==> src/rtl/led_pattern_ctrl.sv <==
// Button-cycled LED pattern engine: blink, binary count and bounce-scan modes.
// Define LED_PATTERN_DIM_EN to add a 25% duty PWM dimmer on the outputs.
module led_pattern_ctrl #(
    parameter int CLK_HZ          = 200000000,
    parameter int STEP_HZ         = 4,
    parameter int NUM_LEDS        = 8,
    parameter int DEBOUNCE_CYCLES = 2000000
) (
    input  logic                clk,
    input  logic                rst,
    input  logic                btn,
    output logic [NUM_LEDS-1:0] led
);

    localparam int STEP_DIV = CLK_HZ / STEP_HZ;
    localparam int PS_W     = $clog2(STEP_DIV);
    localparam int DB_W     = (DEBOUNCE_CYCLES > 1) ? $clog2(DEBOUNCE_CYCLES) : 1;

    localparam logic [PS_W-1:0] PS_LAST = PS_W'(STEP_DIV - 1);
    localparam logic [DB_W-1:0] DB_LAST = DB_W'(DEBOUNCE_CYCLES - 1);

    localparam logic [1:0] MODE_BLINK = 2'd0;
    localparam logic [1:0] MODE_COUNT = 2'd1;
    localparam logic [1:0] MODE_SCAN  = 2'd2;

    localparam logic [NUM_LEDS-1:0] PAT_ONES = {NUM_LEDS{1'b1}};
    localparam logic [NUM_LEDS-1:0] PAT_ONE  = NUM_LEDS'(1);
    localparam logic [NUM_LEDS-1:0] PAT_TOP  = PAT_ONE << (NUM_LEDS - 1);

    logic                sync1_q, sync1_d;
    logic                sync2_q, sync2_d;
    logic                btn_db_q, btn_db_d;
    logic                btn_prev_q, btn_prev_d;
    logic [DB_W-1:0]     db_cnt_q, db_cnt_d;
    logic [1:0]          mode_q, mode_d;
    logic [PS_W-1:0]     ps_q, ps_d;
    logic [NUM_LEDS-1:0] pat_q, pat_d;
    logic                dir_up_q, dir_up_d;
    logic                press;
    logic                step;

    // Synchronizer and debouncer
    always_comb begin
        sync1_d    = btn;
        sync2_d    = sync1_q;
        btn_db_d   = btn_db_q;
        db_cnt_d   = db_cnt_q;
        btn_prev_d = btn_db_q;
        if (sync2_q == btn_db_q) begin
            db_cnt_d = '0;
        end else if (db_cnt_q == DB_LAST) begin
            btn_db_d = sync2_q;
            db_cnt_d = '0;
        end else begin
            db_cnt_d = db_cnt_q + DB_W'(1);
        end
    end

    assign press = btn_db_q & ~btn_prev_q;
    assign step  = (ps_q == PS_LAST);

    // A press restarts the step period, so it also swallows a coincident step.
    always_comb begin
        mode_d   = mode_q;
        pat_d    = pat_q;
        dir_up_d = dir_up_q;
        ps_d     = step ? '0 : ps_q + PS_W'(1);
        if (press) begin
            ps_d = '0;
            unique case (mode_q)
                MODE_BLINK: begin
                    mode_d = MODE_COUNT;
                    pat_d  = '0;
                end
                MODE_COUNT: begin
                    mode_d   = MODE_SCAN;
                    pat_d    = PAT_ONE;
                    dir_up_d = 1'b1;
                end
                default: begin
                    mode_d = MODE_BLINK;
                    pat_d  = PAT_ONES;
                end
            endcase
        end else if (step) begin
            unique case (mode_q)
                MODE_BLINK: pat_d = ~pat_q;
                MODE_COUNT: pat_d = pat_q + PAT_ONE;
                MODE_SCAN: begin
                    if (dir_up_q) begin
                        if (pat_q == PAT_TOP) begin
                            pat_d    = pat_q >> 1;
                            dir_up_d = 1'b0;
                        end else begin
                            pat_d = pat_q << 1;
                        end
                    end else begin
                        if (pat_q == PAT_ONE) begin
                            pat_d    = pat_q << 1;
                            dir_up_d = 1'b1;
                        end else begin
                            pat_d = pat_q >> 1;
                        end
                    end
                end
                default: begin
                    mode_d = MODE_BLINK;
                    pat_d  = PAT_ONES;
                end
            endcase
        end
    end

    always_ff @(posedge clk or posedge rst) begin
        if (rst) begin
            sync1_q    <= 1'b0;
            sync2_q    <= 1'b0;
            btn_db_q   <= 1'b0;
            btn_prev_q <= 1'b0;
            db_cnt_q   <= '0;
            mode_q     <= MODE_BLINK;
            ps_q       <= '0;
            pat_q      <= PAT_ONES;
            dir_up_q   <= 1'b1;
        end else begin
            sync1_q    <= sync1_d;
            sync2_q    <= sync2_d;
            btn_db_q   <= btn_db_d;
            btn_prev_q <= btn_prev_d;
            db_cnt_q   <= db_cnt_d;
            mode_q     <= mode_d;
            ps_q       <= ps_d;
            pat_q      <= pat_d;
            dir_up_q   <= dir_up_d;
        end
    end

`ifdef LED_PATTERN_DIM_EN
    logic [7:0] pwm_q, pwm_d;

    assign pwm_d = pwm_q + 8'd1;

    always_ff @(posedge clk or posedge rst) begin
        if (rst) begin
            pwm_q <= '0;
        end else begin
            pwm_q <= pwm_d;
        end
    end

    // pwm_q resets to 0, which is in the on-phase, so led still resets high.
    assign led = pat_q & {NUM_LEDS{pwm_q < 8'd64}};
`else
    assign led = pat_q;
`endif

endmodule

==> config.mk <==
export PLATFORM = sky130hd
export DESIGN_NAME = led_pattern_ctrl
export DESIGN_NICKNAME = d
export VERILOG_FILES = /design/src/rtl/led_pattern_ctrl.sv
export SDC_FILE = /design/constraint.sdc
export NUM_CORES = 1
export LEC_CHECK = 0
export CAP_MARGIN = 25
export CORE_ASPECT_RATIO = 1.5
export CORE_MARGIN = 8
export CORE_UTILIZATION = 40
export DETAILED_ROUTE_END_ITERATION = 10
export SLEW_MARGIN = 20
export SYNTH_ARGS = -nofsm -noshare
export SYNTH_HDL_FRONTEND = slang
export SYNTH_SLANG_ARGS = --single-unit
==> constraint.sdc <==
create_clock -name clk -period 3.08 [get_ports clk]
set_input_delay 0.462 -clock clk [delete_from_list [all_inputs] [get_ports clk]]
set_output_delay 0.462 -clock clk [all_outputs]
set_load 0.05 [all_outputs]
==> flow_metrics.py <==
metrics = {
    "finish": {
        "syn_to_final_growth_pct": 15.8,
        "post-route-util_pct": 46.9,
        "nets": 376,
        "count_of_inserted_antenna_diode_cells": 0,
        "drive_above_1_share_pct": 9.92,
        "nFillCells": 789,
    },
    "sta": {
        "final_hold_violations": 0,
        "final-max-slew-violation-count": 0,
        "setup_viol_count_final": 0,
        "max_slew_margin_pct": 53.2,
        "worst_slew_pin_slew_ps": 701,
        "finalCriticalPeriod_ps": 2470,
        "setup_repair_after_global_routing_missed_its_margin": "no",
        "fin_crit_sh_pct": 80.1,
        "fin_tns_setup_ps": 0,
        "worst_clock_skew_ps": 5.85,
        "maximum_clock_rate_mhz": 405,
    },
    "clock_tree": {
        "cts.root.buffer_cell": "sky130_fd_sc_hd__clkbuf_16",
        "cts_max_level": 3,
        "clock-sinks": 62,
        "cts_hold_bufs": 0,
        "cts_inserted_buffers": 9,
        "cts_tree": "yes",
        "clk_pin_slew_ps": 50,
        "cts_resized": 0,
        "max-clock-path-buffers": 2,
        "clock_insertion_delay_worst_skew_ps": 330,
        "cts_setup_buffers": 0,
    },
    "pwr": {
        "seqPwrFrac_pct": 44.0,
        "netSwitchingPower_w": 0.000379,
        "share_comb_of_total_power_pct": 1.7,
        "power_report.internal_total_w": 0.00149,
        "power_leakage_nw": 1.60,
        "ir_worst_vdd_v": 0.000350,
        "power_switching_share_pct": 20.2,
        "pwr_density_cell_nw_per_um2": 484,
        "power_w": 0.00187,
        "p_clk_share_pct": 54.3,
    },
    "floorplan": {
        "initial_utilization_pct": 40.5,
        "die_width_um": 90.7,
        "core_area_sq_um": 8260,
        "ios": 11,
        "floorplan.die.height_um": 128,
        "fp-row-count": 41,
        "die-area_sq_um": 11600,
    },
    "synthesis": {
        "synth_cell_type_count": 49,
        "synthDominantAreaCellType": "sky130_fd_sc_hd__dfrtp_1",
        "number_of_synthesized_flops_with_an_enable_pin": 0,
        "syn_nets": 365,
        "ys_async_sr_fraction_pct": 100,
        "yosys_register_bits": 62,
        "synthTopCellsByArea": "sky130_fd_sc_hd__dfrtp_1 40%, sky130_fd_sc_hd__xor2_1 7.6%, sky130_fd_sc_hd__dfstp_2 7.1%",
        "yosys.cell_count.top_type": "sky130_fd_sc_hd__nor2_1",
        "syn_avg_cell_area_sq_um": 9.37,
        "synth_top_area_share_pct": 39.7,
        "synthFlopType": "sky130_fd_sc_hd__dfrtp_1",
        "yosys_warnings": 0,
        "ys_seq_area_share_pct": 46.7,
        "leading_cell_types_by_count_after_synthesis": "58 x sky130_fd_sc_hd__nor2_1, 53 x sky130_fd_sc_hd__dfrtp_1, 29 x sky130_fd_sc_hd__xor2_1",
        "synthesis.area_sq_um": 3340,
        "postSynthCellCount": 357,
    },
    "global_route": {
        "globalRouteTotalUtil_pct": 13.4,
        "grt_pass1_vias": 2651,
        "global_route.overflow_total": 0,
        "grt_antenna_before_repair": 0,
        "grt_pass1_wl_mm": 12.5,
        "grt_max_degree": 38,
    },
    "hold_path": {
        "cell_depth_of_the_worst_min_delay_path": 0,
        "worst_hold_path_type": "reg2reg",
    },
    "setup_path": {
        "path_class": "reg2reg",
        "crit_path_end_kind": "flop",
        "start_kind": "flop",
        "worst-path-max-fanout": 8,
        "ff2ff_path_depth": 5,
        "worst-endpoint-arrival_ps": 2730,
        "critPathRequiredTime_ps": 3340,
    },
    "placement": {
        "detailedPlacementHpwl_mm": 4.94,
        "gp_routability_congestion": 0.904,
        "numPortBuffers": 10,
    },
    "detailed_routing": {
        "drt_drc_violations_left": 0,
        "route.antenna.remaining_nets": 0,
        "num_vias": 2623,
        "drt_wl_total_mm": 7.22,
        "detail_route.wl_per_cell_um": 15.0,
        "detail_routed_via_count_per_cell": 5.46,
        "first_pass_iters": 5,
        "drt_first_iter_violations": 95,
    },
    "run": {
        "max_cap_violations": 0,
    },
    "outcome": {
        "run_status": "complete, no violations",
    },
}
-- kinds of logic after synthesis --
kind of cell	count (synthesis)	share of synthesized area, %
AND/OR/NAND/NOR	162	24.4
multiplexers	7	2.13
buffers and inverters	27	3.18
XOR/XNOR	42	11.0
flip-flops	62	46.7
adder cells (fa/ha/maj)	5	1.87
AO/OA/AOI/OAI	52	10.7
-- sequential cells by signal (all words and copies together) (netlist names) --
register    cells
dir_up_q        1
btn_db_q        1
led             8
ps_q           26
sync1_q         1
sync2_q         1
btn_prev_q      1
db_cnt_q       21
mode_q          2
-- critical path: stages (launching register included) --
cell and delay, ps:
sky130_fd_sc_hd__dfrtp_1 400, sky130_fd_sc_hd__or4b_1 560, sky130_fd_sc_hd__or4_1 710, sky130_fd_sc_hd__nor2_1 410, sky130_fd_sc_hd__a21oi_1 120, sky130_fd_sc_hd__o21a_1 200
-- cells in the final DEF (no fill, tap or decap), types with 2 or more instances in the layout --
| cell | synthesis | layout |
|---|---|---|
| sky130_fd_sc_hd__a21oi_1 | 14 | 14 |
| sky130_fd_sc_hd__a221oi_1 | 2 | 2 |
| sky130_fd_sc_hd__a311o_1 | 2 | 2 |
| sky130_fd_sc_hd__a31oi_1 | 2 | 2 |
| sky130_fd_sc_hd__and2_1 | 2 | 2 |
| sky130_fd_sc_hd__and3_1 | 12 | 12 |
| sky130_fd_sc_hd__and4_1 | 2 | 2 |
| sky130_fd_sc_hd__buf_4 | 0 | 5 |
| sky130_fd_sc_hd__clkbuf_16 | 0 | 9 |
| sky130_fd_sc_hd__clkbuf_8 | 0 | 2 |
| sky130_fd_sc_hd__clkdlybuf4s50_1 | 0 | 10 |
| sky130_fd_sc_hd__clkinv_2 | 0 | 3 |
| sky130_fd_sc_hd__dfrtp_1 | 53 | 53 |
| sky130_fd_sc_hd__dfstp_2 | 9 | 9 |
| sky130_fd_sc_hd__ha_1 | 5 | 5 |
| sky130_fd_sc_hd__inv_1 | 11 | 10 |
| sky130_fd_sc_hd__mux2i_1 | 6 | 6 |
| sky130_fd_sc_hd__nand2_1 | 24 | 24 |
| sky130_fd_sc_hd__nand2b_1 | 2 | 2 |
| sky130_fd_sc_hd__nand3_1 | 22 | 22 |
| sky130_fd_sc_hd__nand4_1 | 13 | 13 |
| sky130_fd_sc_hd__nor2_1 | 58 | 58 |
| sky130_fd_sc_hd__nor2b_1 | 2 | 2 |
| sky130_fd_sc_hd__nor3_1 | 5 | 5 |
| sky130_fd_sc_hd__nor4_1 | 8 | 8 |
| sky130_fd_sc_hd__nor4_2 | 2 | 2 |
| sky130_fd_sc_hd__o211ai_1 | 3 | 3 |
| sky130_fd_sc_hd__o21a_1 | 3 | 3 |
| sky130_fd_sc_hd__o21ai_0 | 9 | 9 |
| sky130_fd_sc_hd__o22ai_1 | 2 | 2 |
| sky130_fd_sc_hd__o31ai_1 | 4 | 4 |
| sky130_fd_sc_hd__or3_1 | 2 | 2 |
| sky130_fd_sc_hd__or4_1 | 3 | 3 |
| sky130_fd_sc_hd__xnor2_1 | 13 | 13 |
| sky130_fd_sc_hd__xor2_1 | 29 | 29 |
-- layer usage --
layer | routed length, um | vias to the layer above | GRT usage (%)
met2 | 3760 | 49 | 22.9
met3 | 266 | 19 | 3.11
met4 | 223 | 0 | 9.25
met5 | 0 | - | 0
met1 | 2970 | 1273 | 14.3
li1 | - | 1282 | -
-- power by group through the flow --
stage                     Combinational [W]  Sequential (W)  Clock [W]
after detailed placement          0.0000335        0.000838          0
after global placement            0.0000334        0.000838          0
final                             0.0000320        0.000825    0.00102
after floorplan                   0.0000198        0.000838          0
after CTS                         0.0000339        0.000825    0.00104
after global routing              0.0000372        0.000825    0.00108
-- through the flow --
stage	hold slack [ps]	std cells	worst slack (ps)	instance area, sq um
floorplan	331	357	902	3340
global placement	335	464	671	3570
detailed placement	338	464	620	3570
CTS	350	480	619	3870
global route	367	480	457	3870
finish	347	480	613	3870
-- worst paths after layout --
check	to	from	slack [ps]
worst max register to register	led[3]$_DFFE_PP1P_	ps_q[16]$_DFF_PP0_	610
worst min-delay path	sync2_q$_DFF_PP0_	sync1_q$_DFF_PP0_	350
worst max-delay path	led[3]$_DFFE_PP1P_	ps_q[16]$_DFF_PP0_	610
worst min register to register	sync2_q$_DFF_PP0_	sync1_q$_DFF_PP0_	350
min in group asynchronous	ps_q[12]$_DFF_PP0_	rst	530
max in group asynchronous	led[6]$_DFFE_PP1P_	rst	1890
-- layout make-up --
| class | count | area, sq um | share of cell area (%) |
|---|---|---|---|
| timing repair buffer | 16 | 158 | 4.07 |
| tap | 107 | 134 | 3.46 |
| sequential | 62 | 1560 | 40.4 |
| multi-input combinational | 268 | 1680 | 43.3 |
| clock buffer | 12 | 256 | 6.62 |
| inverter | 11 | 41.3 | 1.07 |
| clock inverter | 4 | 45.0 | 1.16 |
No activity file was read; power rests on OpenSTA's default activity.
